$ cat src/rtl/mpu_commit_tracker.sv
// mpu_commit_tracker
//   Sits after the MPU hazard-check stage. Issued scalar threads are queued,
//   dispatched to the lowest free TPU, tracked until that TPU reports the end,
//   then retired one per cycle with a commit pulse carrying the issue no. back
//   to the hazard table.
//
// Ports
//   clock, reset          system clock, synchronous active-high reset
//   I_Req_Issue           1-cycle issue pulse with I_ThreadID_S / I_IssueNo
//   O_Full                issue queue full (a request this cycle is dropped)
//   O_Dispatch_Req/TPU/ID registered dispatch pulse, one-hot TPU, thread-ID
//   I_TPU_End             per-TPU completion pulse
//   O_Req_Commit          registered commit pulse, O_Issued_No its issue no.
//   O_Err_Overflow        sticky: issue dropped while full
//   O_Err_Spurious        sticky: end pulse for a TPU that was not running

// Per-TPU slot: IDLE -> RUN on dispatch, RUN -> DONE on end,
// DONE -> IDLE when its commit is granted.
module mpu_commit_tracker_slot #(
  parameter int WIDTH_ID    = 8,
  parameter int WIDTH_ISSUE = 3
) (
  input  logic                   clock,
  input  logic                   reset,
  input  logic                   dispatch,
  input  logic [WIDTH_ID-1:0]    id_in,
  input  logic [WIDTH_ISSUE-1:0] no_in,
  input  logic                   tpu_end,
  input  logic                   grant,
  output logic                   idle,
  output logic                   done,
  output logic                   spurious,
  output logic [WIDTH_ID-1:0]    id,
  output logic [WIDTH_ISSUE-1:0] no
);
  typedef enum logic [1:0] {S_IDLE, S_RUN, S_DONE} state_t;
  state_t state, state_nxt;

  always_ff @(posedge clock) begin
    if (reset) begin
      state <= S_IDLE;
      id    <= '0;
      no    <= '0;
    end else begin
      state <= state_nxt;
      if (dispatch) begin
        id <= id_in;
        no <= no_in;
      end
    end
  end

  always_comb begin
    state_nxt = state;
    case (state)
      S_IDLE:  if (dispatch) state_nxt = S_RUN;
      S_RUN:   if (tpu_end)  state_nxt = S_DONE;
      S_DONE:  if (grant)    state_nxt = S_IDLE;
      default: state_nxt = S_IDLE;
    endcase
  end

  assign idle     = (state == S_IDLE);
  assign done     = (state == S_DONE);
  // An end on a slot that is not running is ignored and only flagged.
  assign spurious = tpu_end & (state != S_RUN);
endmodule

module mpu_commit_tracker #(
  parameter int NUM_TPU     = 4,
  parameter int FIFO_DEPTH  = 4,
  parameter int WIDTH_ID    = 8,
  parameter int WIDTH_ISSUE = 3
) (
  input  logic                   clock,
  input  logic                   reset,
  input  logic                   I_Req_Issue,
  input  logic [WIDTH_ID-1:0]    I_ThreadID_S,
  input  logic [WIDTH_ISSUE-1:0] I_IssueNo,
  output logic                   O_Full,
  output logic                   O_Dispatch_Req,
  output logic [NUM_TPU-1:0]     O_Dispatch_TPU,
  output logic [WIDTH_ID-1:0]    O_Dispatch_ID,
  input  logic [NUM_TPU-1:0]     I_TPU_End,
  output logic                   O_Req_Commit,
  output logic [WIDTH_ISSUE-1:0] O_Issued_No,
  output logic                   O_Err_Overflow,
  output logic                   O_Err_Spurious
);
  localparam int PW = (FIFO_DEPTH > 1) ? $clog2(FIFO_DEPTH) : 1;
  localparam int CW = $clog2(FIFO_DEPTH + 1);
  localparam logic [CW-1:0] FULL_CNT = CW'(FIFO_DEPTH);

  // ---------------- issue queue ----------------
  logic [FIFO_DEPTH-1:0][WIDTH_ID-1:0]    fifo_id;
  logic [FIFO_DEPTH-1:0][WIDTH_ISSUE-1:0] fifo_no;
  logic [PW-1:0] wr_ptr, rd_ptr;
  logic [CW-1:0] count;
  logic          push, pop;

  assign O_Full = (count == FULL_CNT);
  // Push is judged on the registered count, so a full queue refuses even
  // when it is popping in the same cycle.
  assign push   = I_Req_Issue & ~O_Full;

  // ---------------- slots ----------------
  logic [NUM_TPU-1:0]                  slot_idle, slot_done, slot_spur;
  logic [NUM_TPU-1:0]                  disp_oh, grant_oh, slot_disp;
  logic [NUM_TPU-1:0][WIDTH_ID-1:0]    slot_id;
  logic [NUM_TPU-1:0][WIDTH_ISSUE-1:0] slot_no;
  logic                                any_idle, any_done;
  logic [WIDTH_ISSUE-1:0]              commit_no;

  // Lowest-index IDLE slot takes the dispatch; lowest-index DONE slot commits.
  always_comb begin
    disp_oh   = '0;
    grant_oh  = '0;
    any_idle  = 1'b0;
    any_done  = 1'b0;
    commit_no = '0;
    for (int k = 0; k < NUM_TPU; k++) begin
      if (!any_idle && slot_idle[k]) begin
        disp_oh[k] = 1'b1;
        any_idle   = 1'b1;
      end
      if (!any_done && slot_done[k]) begin
        grant_oh[k] = 1'b1;
        any_done    = 1'b1;
        commit_no   = slot_no[k];
      end
    end
  end

  assign pop       = (count != '0) & any_idle;
  assign slot_disp = pop ? disp_oh : '0;

  for (genvar k = 0; k < NUM_TPU; k++) begin : g_slot
    mpu_commit_tracker_slot #(
      .WIDTH_ID    (WIDTH_ID),
      .WIDTH_ISSUE (WIDTH_ISSUE)
    ) u_slot (
      .clock    (clock),
      .reset    (reset),
      .dispatch (slot_disp[k]),
      .id_in    (fifo_id[rd_ptr]),
      .no_in    (fifo_no[rd_ptr]),
      .tpu_end  (I_TPU_End[k]),
      .grant    (grant_oh[k]),
      .idle     (slot_idle[k]),
      .done     (slot_done[k]),
      .spurious (slot_spur[k]),
      .id       (slot_id[k]),
      .no       (slot_no[k])
    );
  end

  // ---------------- sequential ----------------
  always_ff @(posedge clock) begin
    if (reset) begin
      fifo_id        <= '0;
      fifo_no        <= '0;
      wr_ptr         <= '0;
      rd_ptr         <= '0;
      count          <= '0;
      O_Dispatch_Req <= 1'b0;
      O_Dispatch_TPU <= '0;
      O_Dispatch_ID  <= '0;
      O_Req_Commit   <= 1'b0;
      O_Issued_No    <= '0;
      O_Err_Overflow <= 1'b0;
      O_Err_Spurious <= 1'b0;
    end else begin
      if (push) begin
        fifo_id[wr_ptr] <= I_ThreadID_S;
        fifo_no[wr_ptr] <= I_IssueNo;
        wr_ptr          <= wr_ptr + PW'(1);
      end
      if (pop) rd_ptr <= rd_ptr + PW'(1);
      if (push && !pop)      count <= count + CW'(1);
      else if (!push && pop) count <= count - CW'(1);

      O_Dispatch_Req <= pop;
      O_Dispatch_TPU <= slot_disp;
      O_Dispatch_ID  <= pop ? fifo_id[rd_ptr] : '0;
      O_Req_Commit   <= any_done;
      O_Issued_No    <= commit_no;
      if (I_Req_Issue && O_Full) O_Err_Overflow <= 1'b1;
      if (|slot_spur)            O_Err_Spurious <= 1'b1;
    end
  end
endmodule
$ cat config.mk
export PLATFORM = sky130hd
export DESIGN_NAME = mpu_commit_tracker
export DESIGN_NICKNAME = d
export VERILOG_FILES = /design/src/rtl/mpu_commit_tracker.sv
export SDC_FILE = /design/constraint.sdc
export NUM_CORES = 1
export LEC_CHECK = 0
export ABC_AREA = 1
export BUFFER_PORTS_ARGS = -buffer_cell sky130_fd_sc_hd__buf_2
export CAP_MARGIN = 15
export CORE_MARGIN = 4
export CORE_UTILIZATION = 55
export CTS_CLUSTER_DIAMETER = 50
export DETAILED_ROUTE_END_ITERATION = 12
export PLACE_DENSITY_LB_ADDON = 0.2
export SYNTH_ARGS = -nofsm -noshare
export SYNTH_HDL_FRONTEND = slang
export SYNTH_SLANG_ARGS = --single-unit
$ cat constraint.sdc
create_clock -name clock -period 3.7 [get_ports clock]
set_input_delay 0.185 -clock clock [delete_from_list [all_inputs] [get_ports clock]]
set_output_delay 0.185 -clock clock [all_outputs]
set_load 0.01 [all_outputs]
==> reports/summary.md, run 1 <==
The internal power of the cells is 1.87 mW. The worst hold path belongs to the class input port to flip-flop. The number of buffers added to fix hold violations after cts came out at 0. In this run the tool buffered the top-level ports with 37 buffer cells. Element type at the critical path start: a flip-flop. The area enclosed by the die boundary was 0.00848 mm²; the setup TNS was 0 ps.

The largest net degree at the start of global routing was 62. The net switching share of the total power was 0.362. The smallest clock period supported by the final layout is computed as 2090 ps. The floorplan step set the die height to 92.1 µm. Counting every sink on the clock net gives 90. The number of global-route vias before repair is 2979. The netlist area before placement is 0.00389 mm². In the final layout, the multi-input gates occupy 0.00176 mm². Number of buffers created by CTS: 9. The logs give 1.78 nW for the leakage power and 0 for the hold violation count in the final report.

The cell at the slowest stage of the critical path was sky130_fd_sc_hd__fa_1. The net count of the finished layout is 573. For the net count after synthesis, the log shows 550. In this run, distinct cell masters in the synthesized netlist total 28. The critical path goes through inv_2, nand3_4, nand2_4, clkinv_4, ha_1, inv_1, fa_1, o21ai_0, a21oi_1.

TritonCTS built the clock tree. The logic depth of the worst setup path including buffers is 9. The summed area of non-filler cells in the final layout was 0.00428 mm²; the cell area power density was 684 mW/mm².

For the worst max-slew margin expressed relative to the limit, the log shows 0.568. Of all nets on the critical path, the largest fanout is 45. I/O pin count: 38. The run gives 0.00683 mm² as the core footprint. The portion of the clock cycle consumed by the worst path in the final layout was 0.565; the sequential cell area in the final layout was 0.00180 mm². In this run the deepest clock path goes through 2 buffers. The tools report the relative contribution of combinational cells to total power as 0.319.

The root buffer cell chosen for the clock tree is sky130_fd_sc_hd__clkbuf_8. After detailed routing, the number of remaining DRC violations is 0. After clock tree synthesis, the clock-pin slew on the worst setup and hold paths is 80 ps.

Timing would allow up to 478 MHz. The logs give 0 for the total global routing overflow and 3940 ps for the endpoint required time on the critical path. Setup repair after global routing left no endpoint under its margin.

0 antenna diodes ended up in the layout. The die width is 92.1 µm, and the filler cell count in the final layout is 648. For the first-pass GRT wire length, the log shows 14400 µm. The sequential fraction of the synthesis area was 0.464.

The number of pins exceeding their max-slew limit in the final report is 0. The final antenna-violating net count came out at 0. On the final layout, the worst clock skew is 13.3 ps.

The worst-case IR drop observed on VDD is 0.000478 V. The critical path buffer and inverter count was 3. The initial core utilization is 0.569, and the area overhead of the layout relative to synthesis is 10.1%.

For flop-to-flop paths, the worst setup slack is 1610 ps. The count of TritonRoute iterations in the first routing pass was 5. At the pin with the least slew margin, the transition time is 648 ps. In this run the worst setup path begins at count[0]$_SDFFE_PP0P_. The H-tree depth was 3; the post-synthesis cell count was 526. Capture point of the worst path: count[1]$_SDFFE_PP0P_. The estimated wirelength of the detail-placed design was 5730 µm; the reported net switching power was 1.06 mW.

The flow ran to the end, and the final reports show no timing, DRC or antenna violations. The final layout contains routed wiring with a total length of 8780 µm. The worst setup path is captured at a flip-flop. The total number of yosys warnings is 0, and the fraction of final layout cells sized beyond drive strength 1 is 0.135.

The insertion delay of the later-clocked pin in the worst-skew pair is 350 ps. The data arrival time of the critical path is 2330 ps. The endpoint identified for the worst register-to-register timing path is count[1]$_SDFFE_PP0P_.

In the final routed layout, each cell accounts on average for 13.5 µm. The total of max-cap violations was 0; the total number of vias was 3386. The depth of the worst register-to-register path was 9; the average size of a mapped cell was 7.39 µm². Total routing resource utilization after global routing: 0.213. The type of the worst setup path is flip-flop to flip-flop.

The number of setup buffers added after CTS is 0. The DRC marker count from the first detailed-route iteration is 236. The final weighted congestion in routability-driven placement is 0.854, and the instance area at placement is 0.00404 mm². The mean number of vias per cell came out at 5.21. For the sequential group share of total power, the log shows 0.415.

Setup violations remaining at the end of the flow were counted as 0. Number of antenna violations at the first check in global routing: 0. On the critical path the largest part of the delay comes from adder cells. On the worst path, the slowest cell contributes a delay of 400 ps. Row generation in the floorplan step produced 30 rows.

The source of the worst register-to-register timing path was count[0]$_SDFFE_PP0P_. The post-cts repair resize count was 0. In this run, synthesis produced a sequential element count of 90.

The part of the total power dissipated in the clock network came out at 0.266.
-- state kept, by name, summed over array words and instances, names as in the netlist --
name                 cells
fifo_id                 32
O_Dispatch_ID            8
count                    3
O_Err_Overflow           1
O_Req_Commit             1
rd_ptr                   2
O_Issued_No              3
O_Dispatch_TPU           4
O_Dispatch_Req           1
O_Err_Spurious           1
g_slot.u_slot.no        12
fifo_no                 12
wr_ptr                   2
g_slot.u_slot.state      8
-- synthesized netlist by cell type --
cell,number,area share
sky130_fd_sc_hd__a21oi_1,70,0.090
sky130_fd_sc_hd__buf_2,12,0.015
sky130_fd_sc_hd__buf_4,2,0.0039
sky130_fd_sc_hd__buf_6,5,0.014
sky130_fd_sc_hd__clkbuf_1,7,0.0068
sky130_fd_sc_hd__clkbuf_2,1,0.0013
sky130_fd_sc_hd__clkinv_4,1,0.0023
sky130_fd_sc_hd__dfxtp_1,90,0.46
sky130_fd_sc_hd__fa_1,1,0.0052
sky130_fd_sc_hd__ha_1,5,0.016
sky130_fd_sc_hd__inv_1,39,0.038
sky130_fd_sc_hd__inv_2,3,0.0029
sky130_fd_sc_hd__nand2_1,98,0.095
sky130_fd_sc_hd__nand2_2,3,0.0048
sky130_fd_sc_hd__nand2_4,1,0.0029
sky130_fd_sc_hd__nand3_1,57,0.073
sky130_fd_sc_hd__nand3_2,3,0.0077
sky130_fd_sc_hd__nand3_4,2,0.0090
sky130_fd_sc_hd__nand3b_2,1,0.0029
sky130_fd_sc_hd__nand4_1,4,0.0064
sky130_fd_sc_hd__nor2_1,80,0.077
sky130_fd_sc_hd__nor2_2,3,0.0048
sky130_fd_sc_hd__nor3_1,1,0.0013
sky130_fd_sc_hd__o211ai_2,3,0.0097
sky130_fd_sc_hd__o21ai_0,26,0.033
sky130_fd_sc_hd__o21ai_1,5,0.0064
sky130_fd_sc_hd__or2_2,2,0.0032
sky130_fd_sc_hd__xor2_1,1,0.0023
-- cells in the final DEF, fill, tap and decap left out, drive strengths merged --
cell type	Yosys	final
a21oi	70	70
buf	19	39
bufinv	0	3
clkbuf	8	11
clkinv	1	2
clkinvlp	0	1
dfxtp	90	90
fa	1	1
ha	5	5
inv	42	42
nand2	102	102
nand3	62	62
nand3b	1	1
nand4	4	4
nor2	83	83
nor3	1	1
o211ai	3	3
o21ai	31	31
or2	2	2
xor2	1	1
-- kinds of logic (layout without fill, tap and decap cells) --
kind of cell	after synthesis	after routing	share of synthesized area
AND/OR/NAND/NOR	255	255	0.288
XOR/XNOR	1	1	0.00225
adder cells (fa/ha/maj)	6	6	0.0212
buffers and inverters	70	98	0.0847
flip-flops	90	90	0.464
AO/OA/AOI/OAI	104	104	0.140
-- tightest hold or removal path: stages --
cell and delay (ps):
sky130_fd_sc_hd__buf_2 100, sky130_fd_sc_hd__nand2_1 50, sky130_fd_sc_hd__a21oi_1 50
-- final cells by class --
type,count,share of cell area
clock inverters,5,0.0240
inverters,43,0.0389
multi-input cells,366,0.410
repair buffers,39,0.0468
clock buffers,11,0.0307
flip-flops and latches,90,0.421
well taps,96,0.0281
-- power groups by stage --
stage | clock [mW] | combinational [mW] | sequential [mW]
after CTS | 0.792 | 0.942 | 1.21
after detailed placement | 0 | 0.931 | 1.23
after global placement | 0 | 0.915 | 1.23
after global routing | 0.830 | 1.06 | 1.23
after floorplan | 0 | 0.715 | 1.23
final | 0.778 | 0.934 | 1.21
-- per-stage QoR --
step	cells	util	hold WS (ps)	worst slack, ps	total power, mW
final	650	0.626	95.1	1610	2.92
after global routing	650	0.626	92.9	1460	3.12
after CTS	650	0.626	85.1	1600	2.95
after detailed placement	634	0.592	446	1640	2.17
after global placement	634	0.592	435	1710	2.14
after floorplan	526	-	326	1860	1.94
-- worst min-delay path by stage --
stage                                                         to  depth (start not counted)                        start
after floorplan           g_slot[0].u_slot.state[1]$_SDFFE_PP0P_                          2                 I_TPU_End[0]
after global placement               O_Err_Overflow$_SDFFE_PP0P_                          2  O_Err_Overflow$_SDFFE_PP0P_
after detailed placement             O_Err_Overflow$_SDFFE_PP0P_                          2  O_Err_Overflow$_SDFFE_PP0P_
after CTS                 g_slot[3].u_slot.state[1]$_SDFFE_PP0P_                          3                 I_TPU_End[3]
after global routing      g_slot[3].u_slot.state[1]$_SDFFE_PP0P_                          3                 I_TPU_End[3]
final                     g_slot[3].u_slot.state[1]$_SDFFE_PP0P_                          3                 I_TPU_End[3]
-- metal layers --
metal | up-vias | track usage | wire length, µm
met5 | - | 0 | 0
met2 | 106 | 0.326 | 3840
met3 | 8 | 0.0484 | 547
met1 | 1521 | 0.301 | 4300
li1 | 1751 | - | -
met4 | 0 | 0.0619 | 88
Power figures use the tool's default switching activity.
==> run 2: changes to the inputs <==
==> constraint.sdc (replaced) <==
create_clock -name clock -period 2.1 [get_ports clock]
set_input_delay 0.105 -clock clock [delete_from_list [all_inputs] [get_ports clock]]
set_output_delay 0.105 -clock clock [all_outputs]
set_load 0.01 [all_outputs]
==> run 2 against run 1 <==
Via count is 2.3% higher. Global-route usage up 1.8 points. Register-to-register slack lost 1500 ps. Hold slack worse by 74 ps. Largest cell class unchanged. Critical endpoint unchanged. Utilization increased by 1.5 points. Clock power rose by 83%. Combinational power is 92% higher. Sequential share of layout area shrank 0.89 points. Fmax rose by 7.5%.
==> reports/summary.md, run 2 (synthesis gave the netlist of run 1 again) <==
The run gives 0 (unchanged) as the antenna diode instance count. Count of final setup violators: 0 (unchanged). The tools report the data arrival time of the critical path as 2190 ps (-140 ps). The area enclosed by the die boundary was 0.00848 mm² (unchanged); the final weighted congestion in routability-driven placement was 0.863 (+1.0%). The endpoint required time on the critical path is 2340 ps (-1600 ps), and the area overhead of the layout relative to synthesis is 12.7%.

For the total global routing overflow, the log shows 0 (unchanged). In the layout the commonest cells are sky130_fd_sc_hd__nand2_1 (98), sky130_fd_sc_hd__dfxtp_1 (87), sky130_fd_sc_hd__nor2_1 (80). The tools report the number of sinks driven by the clock tree as 90 (unchanged). The pin slew with the least headroom to its limit works out to 670 ps (+22.7 ps). The number of flip-flops in the largest register is 32 (unchanged). The logs give 3464 (+2.3%) for the total number of vias and 62 (unchanged) for the largest net degree at the start of global routing. Clock tree root driver cell: sky130_fd_sc_hd__clkbuf_8. TritonCTS built the clock tree. Worst hold slack after final layout: 21.1 ps (-74.1 ps). The insertion delay of the later-clocked pin in the worst-skew pair is 360 ps (about the same), and the leakage power is 1.83 nW (+2.9%). The run gives 0.000781 V (+63%) as the peak supply drop. The fmax came out at 514 MHz (+7.5%). By startpoint and endpoint, the worst setup path is classified as flip-flop to flip-flop. In the final layout, the registers with the most flip-flops are fifo_id x32, fifo_no x12, g_slot.u_slot.no x12.

The I/O pin count is 38 (unchanged), and the number of pins exceeding their max-slew limit in the final report is 0 (unchanged). The hold violation count in the final report was 0 (unchanged). The estimated wirelength of the detail-placed design is 5900 µm (+3.0%), and the time the final worst path needs with I/O delays and setup is 1940 ps (-146 ps). The min-delay analysis places its worst path in the category input port to flip-flop. For the total of max-cap violations, the log shows 0 (unchanged). The die width is 92.1 µm (unchanged), and the fraction of final layout cells sized beyond drive strength 1 is 0.161 (+0.0257). The post-detailed-route wirelength per cell is 14.0 µm (+3.4%), and the die span in y is 92.1 µm (unchanged).

The tools report the number of antenna violations at the first check in global routing as 0 (unchanged). For the aggregate routed wire length, the log shows 9230 µm (+5.1%). The run gives 0.231 (+0.0182) as the total routing resource utilization after global routing. The library cell used most frequently in the layout, excluding fill and tap cells, is sky130_fd_sc_hd__nand2_1. The H-tree depth was 3 (unchanged). STA classifies the critical path startpoint as a flip-flop. Initial core utilization: 0.569 (unchanged).

The tools report the number of nets in the final layout as 584 (+1.9%). Clock transition at the registers of the reported paths: 90 ps (about the same). Buffer levels on the longest clock path: 2 (unchanged). The core footprint is 0.00683 mm² (unchanged). The mean number of vias per cell came out at 5.24 (+0.60%). The flow ran to the end, and the final reports show no timing, DRC or antenna violations. The first-pass GRT wire length came out at 15600 µm (+8.5%). Number of buffers created by CTS: 9 (unchanged). Worst max-slew margin expressed relative to the limit: 0.553 (-0.0147).

The count of TritonRoute iterations in the first routing pass is 5 (unchanged), and the DRC marker count from the first detailed-route iteration is 270 (+14%). STA classifies the critical path endpoint as a flip-flop. The number of global-route vias before repair was 3238 (+8.7%). The register with the most flip-flops in the final layout is fifo_id. The final antenna-violating net count is 0 (unchanged).

Worst-case clock skew: 12.5 ps (-0.787 ps). Setup TNS: 0 ps (unchanged). The portion of the clock cycle consumed by the worst path in the final layout came out at 0.926 (+0.361).

The number of buffers added on ports was 37 (unchanged). The logs give 0 (unchanged) for the number of DRC violations after detailed routing and 30 (unchanged) for the site row count. Setup repair after global routing left no endpoint under its margin.

The cell area power density was 1220 mW/mm² (+78%); the worst-path maximum fanout was 4 (-91%).
==> run 2: routing by layer <==
metal | part of all wire | GRT usage | wire [µm] | vias up
li1 | - | - | - | 1770
met5 | 0 | 0 | 0 | -
met1 | 0.48 | 0.324 | 4470 | 1584
met4 | 0.014 | 0.0854 | 132 | 0
met3 | 0.052 | 0.0427 | 480 | 12
met2 | 0.45 | 0.355 | 4140 | 98
==> run 2: timing repair <==
item | 4_1_cts | 5_1_grt
endpoints found under the setup margin | 0 | 1
hold buffers | 1 | 0
buffers inserted | 0 | 1
endpoints found under the hold margin | 1 | 0
resized for setup | 0 | 6
==> run 2: worst paths after layout <==
kind / start / end / slack (ps) / cells after the start
max: g_slot[1].u_slot.state[1]$_SDFFE_PP0P_ / count[1]$_SDFFE_PP0P_ / 160 / 9
min: I_TPU_End[3] / g_slot[3].u_slot.state[1]$_SDFFE_PP0P_ / 20 / 3
max reg2reg: g_slot[1].u_slot.state[1]$_SDFFE_PP0P_ / count[1]$_SDFFE_PP0P_ / 160 / 9
min reg2reg: O_Err_Overflow$_SDFFE_PP0P_ / O_Err_Overflow$_SDFFE_PP0P_ / 460 / 2
==> run 2: cell type report <==
cell class,count,area [µm²]
well taps,96,120
clock buffers,10,128
clock inverters,6,114
fillers,619,2450
flip-flops and latches,90,1810
repair buffers,50,285
multi-input cells,366,1760
inverters,43,166
==> run 2: metrics by stage <==
step,worst slack [ps],power [mW],area (µm²),std cells,utilization
2_1_floorplan,256,3.42,3890,526,-
3_3_place_gp,240,3.84,4110,643,0.602
3_5_place_dp,142,3.88,4110,643,0.602
4_1_cts,75.9,5.30,4360,660,0.639
5_1_grt,33.2,5.68,4380,661,0.641
6_report,156,5.32,4380,661,0.641
==> run 2: power by group <==
part	internal, mW	switching, mW	leakage [nW]
combinational	0.593	1.20	0.987
sequential	1.98	0.136	0.734
clock	0.795	0.623	0.113
==> run 2: worst max-delay path, cell delays in order, from the launching register on <==
cell                      delay [ps]
sky130_fd_sc_hd__dfxtp_2         330
sky130_fd_sc_hd__nor2_1          210
sky130_fd_sc_hd__nor2_2          100
sky130_fd_sc_hd__nand2_2         100
sky130_fd_sc_hd__nand2_2          80
sky130_fd_sc_hd__ha_2            190
sky130_fd_sc_hd__inv_1           100
sky130_fd_sc_hd__fa_2            440
sky130_fd_sc_hd__o21ai_0         200
sky130_fd_sc_hd__a21oi_1          70
==> run 3: changes to the inputs <==
--- a/config.mk
+++ b/config.mk
@@ -8,6 +8,7 @@
 export ABC_AREA = 1
 export BUFFER_PORTS_ARGS = -buffer_cell sky130_fd_sc_hd__buf_2
 export CAP_MARGIN = 15
+export CORE_ASPECT_RATIO = 1.5
 export CORE_MARGIN = 4
 export CORE_UTILIZATION = 55
 export CTS_CLUSTER_DIAMETER = 50
==> run 3 against run 2 <==
Global-route usage fell by 1.3 points. Routed wire length shrank 0.94%. Sequential power hardly changed. Largest power group unchanged. Critical endpoint is now count[2]$_SDFFE_PP0P_. Hold slack gained 16 ps. Non-clock buffer count down 2. Via count increased by 0.55%. Clock power fell by 15%. Sequential cell count unchanged. Die area is 0.33% higher. Sequential share of layout area rose by 0.63 points.
==> reports/summary.md, run 3 (synthesis gave the netlist of run 1 again) <==
The path class of the tightest hold or removal check is input port to flip-flop. The run gives 0.218 (-0.0129) as the total routing resource utilization after global routing. The portion of the clock cycle consumed by the worst path in the final layout works out to 0.909 (-0.0168). The depth of the worst register-to-register path was 11 (+2). The worst setup margin came out at 191 ps (+35.2 ps). The site row count was 37 (+23%); the time the final worst path needs with I/O delays and setup was 1910 ps (-35.2 ps). The element type at the critical path start is a flip-flop.

The largest net degree at the start of global routing is 62 (unchanged). The logs give 0 (unchanged) for the total global routing overflow and 2 (unchanged) for the buffer levels on the longest clock path. The initial core utilization was 0.567 (-0.00166); the clock transition at the registers of the reported paths was 90 ps (about the same). The logs give 6060 µm (+2.7%) for the estimated wirelength of the detail-placed design and 1.81 nW (-1.2%) for the leakage power. The pin slew with the least headroom to its limit works out to 649 ps (-21.5 ps). Global-route track usage on met1: 0.235 (-0.0893).

The worst-path maximum fanout was 4 (unchanged); the count of final setup violators was 0 (unchanged). The tools report the number of global-route vias before repair as 3205 (-1.0%). The most prevalent standard cell on the critical path was sky130_fd_sc_hd__nand2_2. The type of the worst setup path is flip-flop to flip-flop. The tools report the number of pins exceeding their max-slew limit in the final report as 0 (unchanged). The top cell types in the final layout, fill and taps aside, are sky130_fd_sc_hd__nand2_1 (98), sky130_fd_sc_hd__dfxtp_1 (90), sky130_fd_sc_hd__nor2_1 (80).

The most frequent standard cell in the layout excluding fill and tap cells is sky130_fd_sc_hd__nand2_1. The run gives 0.00850 mm² (+0.33%) as the area enclosed by the die boundary. Total of max-cap violations: 0 (unchanged). The tools report the core footprint as 0.00685 mm² (+0.29%).

TritonCTS built the clock tree. The register-to-register setup slack was 190 ps (+40 ps). The run gives 2160 ps (-30 ps) as the data arrival time of the critical path. For hold timing, the worst endpoint is g_slot[2].u_slot.state[0]$_SDFFE_PP0P_. The startpoint identified for the worst register-to-register timing path is g_slot[0].u_slot.state[0]$_SDFFE_PP0P_. For the H-tree depth, the log shows 3 (unchanged). Setup repair after global routing left no endpoint under its margin. Mean number of vias per cell: 5.43 (+3.7%). Met2 track demand over resource in global routing: 0.404 (+0.0494). The slowest stage of the critical path is the sky130_fd_sc_hd__dfxtp_1 cell.

The root buffer cell chosen for the clock tree is sky130_fd_sc_hd__clkbuf_8. The logs give 0.00180 mm² (-0.21%) for the sequential cell area in the final layout and 0 (unchanged) for the post-CTS setup buffer count. The filler cell count in the final layout was 673 (+8.7%). The die width works out to 76.6 µm (-17%). The fraction of final layout cells sized beyond drive strength 1 is 0.147 (-0.0136). The register containing the most flip-flops in the final layout is fifo_id. The number of antenna violations at the first check in global routing was 0 (unchanged); the stage delay of the slowest cell on the critical path was 390 ps (-50 ps). Final antenna-violating net count: 0 (unchanged). Cell area power density: 1180 mW/mm² (-3.3%). The logs give 0 ps (unchanged) for the setup TNS and 582 (-0.34%) for the number of nets in the final layout. The tools report the worst-case setup slack after placement as 157 ps (+14.8 ps). The logs give 0.567 (+0.0143) for the worst max-slew margin expressed relative to the limit and 0 (unchanged) for the number of DRC violations after detailed routing. The largest registers in the layout are fifo_id x32, fifo_no x12, g_slot.u_slot.no x12. The number of flip-flops in the largest register is 32 (unchanged), and the number of sinks driven by the clock tree is 90 (unchanged).

The run gives 0.865 (+0.21%) as the final weighted congestion in routability-driven placement. The tools report the I/O pin count as 38 (unchanged). The run finished with clean final reports.

The fmax was 524 MHz (+1.8%). The count of TritonRoute iterations in the first routing pass is 5 (unchanged). The most utilized layer in the global route result is met2. Area overhead of the layout relative to synthesis: 10.8%. The worst-case clock skew was 9.50 ps (-2.99 ps). The first-pass GRT wire length was 14800 µm (-5.5%); the insertion delay of the later-clocked pin in the worst-skew pair was 360 ps (about the same). For the number of buffers created by CTS, the log shows 9 (unchanged). The critical path goes through nor2_2, nor2_4, nand2_2, nand2_2, ha_1, inv_1, fa_1, nand2_1, nand3_1, o21ai_0, a21oi_1. The number of buffers added on ports was 37 (unchanged); the total number of vias was 3483 (+0.55%).

The hold violation count in the final report is 0 (unchanged). The DRC marker count from the first detailed-route iteration came out at 173 (-36%). The endpoint required time on the critical path came out at 2350 ps (about the same). The combined area of the multi-input logic cells was 0.00176 mm² (unchanged).

The endpoint identified for the worst register-to-register timing path is count[2]$_SDFFE_PP0P_. The worst setup path is captured at a flip-flop. The cell count of the worst hold path came out at 3 (unchanged).

The antenna diode instance count is 0 (unchanged). Die span in y: 111 µm (+21%). The worst hold path begins at I_TPU_End[2]. Met3 capacity usage during global routing: 0.0382 (-0.00445). The post-detailed-route wirelength per cell was 14.3 µm (+2.1%). The logs give 0.000589 V (-25%) for the peak supply drop and 9140 µm (-0.94%) for the aggregate routed wire length.
[run 3: cell type report]
class / count / area share
clock inverters: 4 / 0.0116
repair buffers: 48 / 0.0634
flip-flops and latches: 90 / 0.419
multi-input cells: 366 / 0.409
clock buffers: 12 / 0.0360
inverters: 43 / 0.0387
well taps: 78 / 0.0227
[run 3: report_power, final]
part	switching, mW	internal [mW]	total (mW)	leakage (nW)
registers	0.133	1.97	2.11	0.733
clock network	0.597	0.614	1.21	0.0986
logic	1.18	0.560	1.74	0.981
total	1.91	3.15	5.06	1.81
[run 3: through the flow]
stage / utilization / instances / cell area (µm²) / hold slack (ps) / total power [mW]
floorplan: - / 526 / 3890 / 246 / 3.42
global placement: 0.595 / 623 / 4070 / 381 / 3.80
detailed placement: 0.595 / 623 / 4070 / 381 / 3.86
CTS: 0.627 / 641 / 4300 / 20.0 / 5.07
global route: 0.628 / 641 / 4300 / 27.3 / 5.39
finish: 0.628 / 641 / 4300 / 37.4 / 5.06
[run 3: routing by layer]
layer,vias up,wire length [µm]
li1,1763,-
met4,0,185
met5,-,0
met3,13,403
met2,87,4850
met1,1620,3700
[run 3: worst max-delay path by stage]
stage,start,slack [ps],to
4_1_cts,g_slot[0].u_slot.state[0]$_SDFFE_PP0P_,130,count[2]$_SDFFE_PP0P_
3_3_place_gp,g_slot[0].u_slot.state[0]$_SDFFE_PP0P_,240,count[2]$_SDFFE_PP0P_
2_1_floorplan,count[0]$_SDFFE_PP0P_,260,count[2]$_SDFFE_PP0P_
6_report,g_slot[0].u_slot.state[0]$_SDFFE_PP0P_,190,count[2]$_SDFFE_PP0P_
3_5_place_dp,g_slot[0].u_slot.state[0]$_SDFFE_PP0P_,160,count[2]$_SDFFE_PP0P_
5_1_grt,g_slot[0].u_slot.state[0]$_SDFFE_PP0P_,60,count[2]$_SDFFE_PP0P_
[run 3: worst max-delay path: cells and delay by family, from the launching register on]
kind                       cells  cell delay [ps]
DFF                            1              390
and+or+nand+nor                6              580
buffers and inverters          1               70
adders and majority gates      2              550
AOI/OAI and AO/OA              2              210
[run 3: timing repair]
action,in CTS,in global routing
hold buffers,2,0
gates resized for setup,0,1
endpoints found under the setup margin,0,1
endpoints found under the hold margin,2,0
